$ cat src/rtl/pad_gpio_pkg.sv
// Shared constants for the pad GPIO controller.
// Register indices, reset value and the pin-count ceiling.
package pad_gpio_pkg;

  localparam int MAX_NPINS = 32;

  localparam logic [2:0] ADDR_IN_VAL  = 3'd0;
  localparam logic [2:0] ADDR_OUT_EN  = 3'd1;
  localparam logic [2:0] ADDR_OUT_VAL = 3'd2;
  localparam logic [2:0] ADDR_IOF_EN  = 3'd3;
  localparam logic [2:0] ADDR_RISE_IE = 3'd4;
  localparam logic [2:0] ADDR_FALL_IE = 3'd5;
  localparam logic [2:0] ADDR_RISE_IP = 3'd6;
  localparam logic [2:0] ADDR_FALL_IP = 3'd7;

  localparam logic [MAX_NPINS-1:0] RST_VAL = '0;

endpackage

$ cat src/rtl/pad_gpio_if.sv
// Register bus between the SoC peripheral bus and the GPIO block.
// Ports: reg_wr, reg_rd, reg_addr, reg_wdata in; reg_rdata back.
interface pad_gpio_if #(
  parameter int NPINS = 8
) ();

  logic             reg_wr;
  logic             reg_rd;
  logic [2:0]       reg_addr;
  logic [NPINS-1:0] reg_wdata;
  logic [NPINS-1:0] reg_rdata;

  modport master (
    output reg_wr,
    output reg_rd,
    output reg_addr,
    output reg_wdata,
    input  reg_rdata
  );

  modport slave (
    input  reg_wr,
    input  reg_rd,
    input  reg_addr,
    input  reg_wdata,
    output reg_rdata
  );

endinterface

$ cat src/rtl/pad_sync_edge.sv
// Input synchroniser chain plus one history flop for edge detect.
// Ports: clk, rst, i_d (async) -> o_sync, o_rise, o_fall.
module pad_sync_edge #(
  parameter int W      = 8,
  parameter int STAGES = 2
) (
  input  logic         clk,
  input  logic         rst,
  input  logic [W-1:0] i_d,
  output logic [W-1:0] o_sync,
  output logic [W-1:0] o_rise,
  output logic [W-1:0] o_fall
);

  logic [W-1:0] r_chain [STAGES];
  logic [W-1:0] r_hist;

  always_ff @(posedge clk) begin
    if (rst) begin
      for (int s = 0; s < STAGES; s++)
        r_chain[s] <= '0;
      r_hist <= '0;
    end else begin
      r_chain[0] <= i_d;
      for (int s = 1; s < STAGES; s++)
        r_chain[s] <= r_chain[s-1];
      r_hist <= r_chain[STAGES-1];
    end
  end

  assign o_sync = r_chain[STAGES-1];
  assign o_rise = o_sync & ~r_hist;
  assign o_fall = ~o_sync & r_hist;

endmodule

$ cat src/rtl/pad_gpio_ctrl.sv
// Register-programmable GPIO pad controller with IOF mux and edge irqs.
// Ports: clk, rst, bus (slave), pad_i/pad_o/pad_oe, iof_o/iof_oe/iof_i, irq.
module pad_gpio_ctrl
  import pad_gpio_pkg::*;
#(
  parameter int NPINS       = 8,
  parameter int SYNC_STAGES = 2
) (
  input  logic             clk,
  input  logic             rst,
  pad_gpio_if.slave        bus,
  input  logic [NPINS-1:0] pad_i,
  output logic [NPINS-1:0] pad_o,
  output logic [NPINS-1:0] pad_oe,
  input  logic [NPINS-1:0] iof_o,
  input  logic [NPINS-1:0] iof_oe,
  output logic [NPINS-1:0] iof_i,
  output logic [NPINS-1:0] irq
);

  localparam logic [NPINS-1:0] RV = RST_VAL[NPINS-1:0];

  logic [NPINS-1:0] r_out_en;
  logic [NPINS-1:0] r_out_val;
  logic [NPINS-1:0] r_iof_en;
  logic [NPINS-1:0] r_rise_ie;
  logic [NPINS-1:0] r_fall_ie;
  logic [NPINS-1:0] r_rise_ip;
  logic [NPINS-1:0] r_fall_ip;
  logic [NPINS-1:0] r_rdata;
  logic [NPINS-1:0] r_irq;

  logic [NPINS-1:0] w_sync;
  logic [NPINS-1:0] w_rise;
  logic [NPINS-1:0] w_fall;
  logic [NPINS-1:0] w_rd_mux;
  logic [NPINS-1:0] w_rise_clr;
  logic [NPINS-1:0] w_fall_clr;

  pad_sync_edge #(
    .W      (NPINS),
    .STAGES (SYNC_STAGES)
  ) u_sync (
    .clk    (clk),
    .rst    (rst),
    .i_d    (pad_i),
    .o_sync (w_sync),
    .o_rise (w_rise),
    .o_fall (w_fall)
  );

  always_comb begin
    w_rd_mux = '0;
    unique case (bus.reg_addr)
      ADDR_IN_VAL:  w_rd_mux = w_sync;
      ADDR_OUT_EN:  w_rd_mux = r_out_en;
      ADDR_OUT_VAL: w_rd_mux = r_out_val;
      ADDR_IOF_EN:  w_rd_mux = r_iof_en;
      ADDR_RISE_IE: w_rd_mux = r_rise_ie;
      ADDR_FALL_IE: w_rd_mux = r_fall_ie;
      ADDR_RISE_IP: w_rd_mux = r_rise_ip;
      ADDR_FALL_IP: w_rd_mux = r_fall_ip;
    endcase
  end

  // W1C masks; a same-edge set is OR'd in after the clear so set wins
  assign w_rise_clr = (bus.reg_wr && bus.reg_addr == ADDR_RISE_IP)
                    ? bus.reg_wdata : '0;
  assign w_fall_clr = (bus.reg_wr && bus.reg_addr == ADDR_FALL_IP)
                    ? bus.reg_wdata : '0;

  always_ff @(posedge clk) begin
    if (rst) begin
      r_out_en  <= RV;
      r_out_val <= RV;
      r_iof_en  <= RV;
      r_rise_ie <= RV;
      r_fall_ie <= RV;
      r_rise_ip <= RV;
      r_fall_ip <= RV;
      r_rdata   <= RV;
      r_irq     <= RV;
    end else begin
      if (bus.reg_rd)
        r_rdata <= w_rd_mux;
      if (bus.reg_wr && bus.reg_addr == ADDR_OUT_EN)
        r_out_en <= bus.reg_wdata;
      if (bus.reg_wr && bus.reg_addr == ADDR_OUT_VAL)
        r_out_val <= bus.reg_wdata;
      if (bus.reg_wr && bus.reg_addr == ADDR_IOF_EN)
        r_iof_en <= bus.reg_wdata;
      if (bus.reg_wr && bus.reg_addr == ADDR_RISE_IE)
        r_rise_ie <= bus.reg_wdata;
      if (bus.reg_wr && bus.reg_addr == ADDR_FALL_IE)
        r_fall_ie <= bus.reg_wdata;
      r_rise_ip <= (r_rise_ip & ~w_rise_clr) | w_rise;
      r_fall_ip <= (r_fall_ip & ~w_fall_clr) | w_fall;
      r_irq     <= (r_rise_ip & r_rise_ie)
                 | (r_fall_ip & r_fall_ie);
    end
  end

  assign bus.reg_rdata = r_rdata;
  assign irq           = r_irq;
  assign iof_i         = w_sync;
  assign pad_o  = (iof_o  & r_iof_en) | (r_out_val & ~r_iof_en);
  assign pad_oe = (iof_oe & r_iof_en) | (r_out_en  & ~r_iof_en);

endmodule

$ cat src/flat_wrapper.sv
// flat-port wrapper written by rule: the top's interface ports become plain ports
module pad_gpio_ctrl_flat import pad_gpio_pkg::*;
#(
  parameter int NPINS       = 8,
  parameter int SYNC_STAGES = 2
)
  (clk, rst, pad_i, pad_o, pad_oe, iof_o, iof_oe, iof_i, irq, bus_reg_wr, bus_reg_rd, bus_reg_addr, bus_reg_wdata, bus_reg_rdata);
  pad_gpio_if #(.NPINS(NPINS)) bus_i ();
  input  logic clk;
  input  logic rst;
  input  logic [NPINS-1:0] pad_i;
  output logic [NPINS-1:0] pad_o;
  output logic [NPINS-1:0] pad_oe;
  input  logic [NPINS-1:0] iof_o;
  input  logic [NPINS-1:0] iof_oe;
  output logic [NPINS-1:0] iof_i;
  output logic [NPINS-1:0] irq;
  input wire logic [$bits(bus_i.reg_wr)-1:0] bus_reg_wr;
  input wire logic [$bits(bus_i.reg_rd)-1:0] bus_reg_rd;
  input wire logic [$bits(bus_i.reg_addr)-1:0] bus_reg_addr;
  input wire logic [$bits(bus_i.reg_wdata)-1:0] bus_reg_wdata;
  output wire logic [$bits(bus_i.reg_rdata)-1:0] bus_reg_rdata;
  assign bus_i.reg_wr = bus_reg_wr;
  assign bus_i.reg_rd = bus_reg_rd;
  assign bus_i.reg_addr = bus_reg_addr;
  assign bus_i.reg_wdata = bus_reg_wdata;
  assign bus_reg_rdata = bus_i.reg_rdata;
  pad_gpio_ctrl #(.NPINS(NPINS), .SYNC_STAGES(SYNC_STAGES)) u_core (.clk(clk), .rst(rst), .bus(bus_i), .pad_i(pad_i), .pad_o(pad_o), .pad_oe(pad_oe), .iof_o(iof_o), .iof_oe(iof_oe), .iof_i(iof_i), .irq(irq));
endmodule
$ cat config.mk
export PLATFORM = sky130hd
export DESIGN_NAME = pad_gpio_ctrl_flat
export DESIGN_NICKNAME = d
export VERILOG_FILES = /design/src/rtl/pad_gpio_pkg.sv /design/src/rtl/pad_gpio_if.sv /design/src/rtl/pad_sync_edge.sv /design/src/rtl/pad_gpio_ctrl.sv /design/src/flat_wrapper.sv
export SDC_FILE = /design/constraint.sdc
export NUM_CORES = 1
export LEC_CHECK = 0
export CORE_AREA = 2 2 89 91
export DETAILED_ROUTE_END_ITERATION = 7
export DIE_AREA = 0 0 91 93
export PLACE_DENSITY_LB_ADDON = 0.08
export SLEW_MARGIN = 20
export SYNTH_ARGS = -nofsm -noshare
export SYNTH_HDL_FRONTEND = slang
export SYNTH_HIERARCHICAL = 1
export SYNTH_SLANG_ARGS = --single-unit
$ cat constraint.sdc
create_clock -name clk -period 2.9 [get_ports clk]
set_input_delay 0.725 -clock clk [delete_from_list [all_inputs] [get_ports clk]]
set_output_delay 0.725 -clock clk [all_outputs]
set_load 0.02 [all_outputs]
==> results_dict.tcl <==
set metrics [dict create \
    crit_path_cell_trace "clkdlybuf4s50_1, mux2_2, clkdlybuf4s50_1" \
    r2r_start "u_core/r_iof_en[0]$_SDFFE_PP0P_" \
    crit_slowest_cell "clkdlybuf4s50_1" \
    core_area_mm2 0.007527 \
    clock.fmax_mhz 374.8 \
    routed_wl_um 10590 \
    die_area_mm2 0.008463 \
    placed_cells 640 \
    clock_path_buffers 2 \
    worst-setup-path-type "input pin to output pin" \
    ys_seq_area_frac 0.4744 \
    synth_top_area_frac 0.4744 \
    syn_area_mm2 0.004051 \
    die_h_um 93 \
    viasPerCell 5.620 \
    drtPass1Iterations 5 \
    min_period_over_period 0.9201 \
    root_buffer "clkbuf_8" \
    drc 0 \
    cpMostUsedCell "clkdlybuf4s50_1" \
    synth_commonest_cells "nand2_1, dfxtp_1, a21oi_1, nor2b_1, nor2_1" \
    synth-seq-cells 96 \
    holdPathEnd "u_core/bus.reg_rdata[1]$_SDFFE_PP0P_" \
    yosys.area.top_type "dfxtp_1" \
    fin_skew_ps 5.559 \
    start_util 0.5382 \
    p_seq_frac 0.556 \
    clockPowerShare 0.327 \
    power_frac_comb 0.117 \
    r2r-end "u_core/bus.reg_rdata[0]$_SDFFE_PP0P_" \
    status "completed" \
    cts_inserted_buffers 9 \
    tritoncts "done" \
    hold_depth 2 \
    seq_area_mm2 0.001922 \
    clk_pin_slew_ps 90 \
    fin_crit_ps 2668 \
    async_flop_share 0 \
    hp-start "u_core/bus.reg_rdata[1]$_SDFFE_PP0P_" \
    area_delta_synth_final_pct 24.77 \
    cp_max_fo 1 \
    postCtsSetupBuffers 0 \
    clock_sinks 96 \
    track_usage 0.2520 \
    rows 32 \
    internal-power_uw 1821 \
    multi_input_area_mm2 0.001932 \
    grt_overflow 0 \
    synth-edff-count 0 \
    maxSlewViolCount 0 \
    fin_cells 656 \
    grt_pass1_wl_um 16860 \
    regToRegSetupSlack_ps 1590 \
    synthFlopType "dfxtp_1" \
    synth_area_leaders "dfxtp_1, nand2_1, a21oi_1" \
    cts_resized 0 \
    hold_viol 0 \
    timing.final.ws_setup_ps 231.6 \
    tns_ps 0 \
    crit_arrival_ps 1940 \
    worst_path_largest_cell_delay_ps 540 \
    rsz0062_at_grt "false" \
    synthCells 479 \
    port_buffers 78 \
    yosys_warnings 6 \
    htreeDepth 3 \
    vias 3687 \
    post-place-ws_ps 223.9 \
    cp-end-kind "output pin" \
    cts_hold_buffers 0 \
    swShare 0.2693 \
    p_leak_uw 0.001807 \
    ir_drop_mv 0.3081 \
    wl_per_cell_um 16.14 \
    diodes 0 \
    place.gp.congestion 0.8819 \
    dpl.hpwl_um 7515 \
    antenna_left 0 \
    drive_gt1_frac 0.1011 \
    p_sw_uw 671.2 \
    clk_latency_ps 370 \
    die_w_um 91 \
    grt_max_degree 46 \
    drt_iter0_drc 263 \
    drv_cap 0 \
    grt_antenna_before_repair 0 \
    finalSetupViolCount 0 \
    mappedNetlistNets 518 \
    powerDensity_mw_per_mm2 493.1 \
    crit_path_start_kind "input pin" \
    synth_area_per_cell_um2 8.458 \
    fin_nets 588 \
    crit_required_ps 2170 \
    r2r_cells 4 \
    relSlewSlack 0.5919 \
    fillers 686 \
    grt_pass1_vias 3625 \
    synth.most_common_cell "nand2_1" \
    worstHoldPathType "register to register" \
    io_pins 79 \
    worst_slew_pin_slew_ps 608.8 \
    synth_cell_types 36 \
]
[critical path: cells and delay by family]
family,cells,cell delay [ps]
buffers and inverters,2,950
multiplexers,1,270
[routing by layer]
metal | up-vias | part of all wire | track usage
li1 | 1751 | - | -
met1 | 1737 | 0.40 | 0.3007
met4 | 0 | 0.028 | 0.1338
met5 | - | 0 | 0
met2 | 167 | 0.50 | 0.4395
met3 | 32 | 0.065 | 0.03787
[registers in the layout, indices dropped and copies added (netlist names)]
| name | count |
|---|---|
| u_core/r_out_val | 8 |
| u_core/r_fall_ip | 8 |
| u_core/bus.reg_rdata | 8 |
| u_core/r_iof_en | 8 |
| u_core/u_sync/r_chain | 16 |
| u_core/r_fall_ie | 8 |
| u_core/u_sync/r_hist | 8 |
| u_core/r_rise_ie | 8 |
| u_core/r_rise_ip | 8 |
| u_core/r_out_en | 8 |
| u_core/irq | 8 |
[kinds of logic (layout without fill, tap and decap cells)]
kind of cell / after synthesis / count (layout) / synth area share
and+or+nand+nor: 215 / 215 / 0.2560
AOI/OAI and AO/OA: 109 / 109 / 0.1606
DFF: 96 / 96 / 0.4744
buffers and inverters: 36 / 111 / 0.04879
muxes: 23 / 23 / 0.06022
[power by group through the flow]
| stage | clock (µW) | combinational [µW] | sequential [µW] |
|---|---|---|---|
| floorplan | 0 | 157 | 1410 |
| global placement | 0 | 281 | 1410 |
| global route | 884 | 313 | 1390 |
| CTS | 822 | 289 | 1390 |
| detailed placement | 0 | 287 | 1420 |
| finish | 815 | 291 | 1390 |
[cells in the final DEF (no fill, tap or decap), drive strengths merged, types with 5 or more instances in the layout]
master         instances
buf                   12
o22ai                  7
nor2b                 46
o21ai                 16
a21oi                 58
mux2i                 12
nand2                115
a22oi                  8
mux2                  11
dfxtp                 96
a22o                   5
inv                    9
nor2                  32
clkdlybuf4s50         77
clkbuf                10
[cell type report]
| type | instances | area share |
|---|---|---|
| clock inverter | 6 | 0.01040 |
| multi-input combinational | 347 | 0.3822 |
| clock buffer | 10 | 0.02525 |
| sequential | 96 | 0.3802 |
| inverter | 6 | 0.004455 |
| tap | 102 | 0.02525 |
| timing repair buffer | 89 | 0.1723 |
[worst max path at each step]
stage,slack [ps],depth (start not counted),startpoint,to
after floorplan,1080,6,bus_reg_addr[1],u_core/bus.reg_rdata[6]$_SDFFE_PP0P_
after global placement,250,3,iof_o[3],pad_o[3]
final,230,3,iof_o[4],pad_o[4]
after detailed placement,220,3,iof_o[4],pad_o[4]
after CTS,230,3,iof_o[4],pad_o[4]
after global routing,180,4,iof_oe[3],pad_oe[3]
[through the flow]
stage,hold slack [ps],util,cell area (µm²),total power (µW)
finish,439.0,0.6715,5055,2492
global route,458.4,0.6715,5055,2588
CTS,443.2,0.6715,5055,2496
detailed placement,426.4,0.6476,4875,1704
global placement,415.4,0.6476,4875,1696
floorplan,410.9,-,4051,1569
Note: power is estimated with default switching activity, not from simulation.
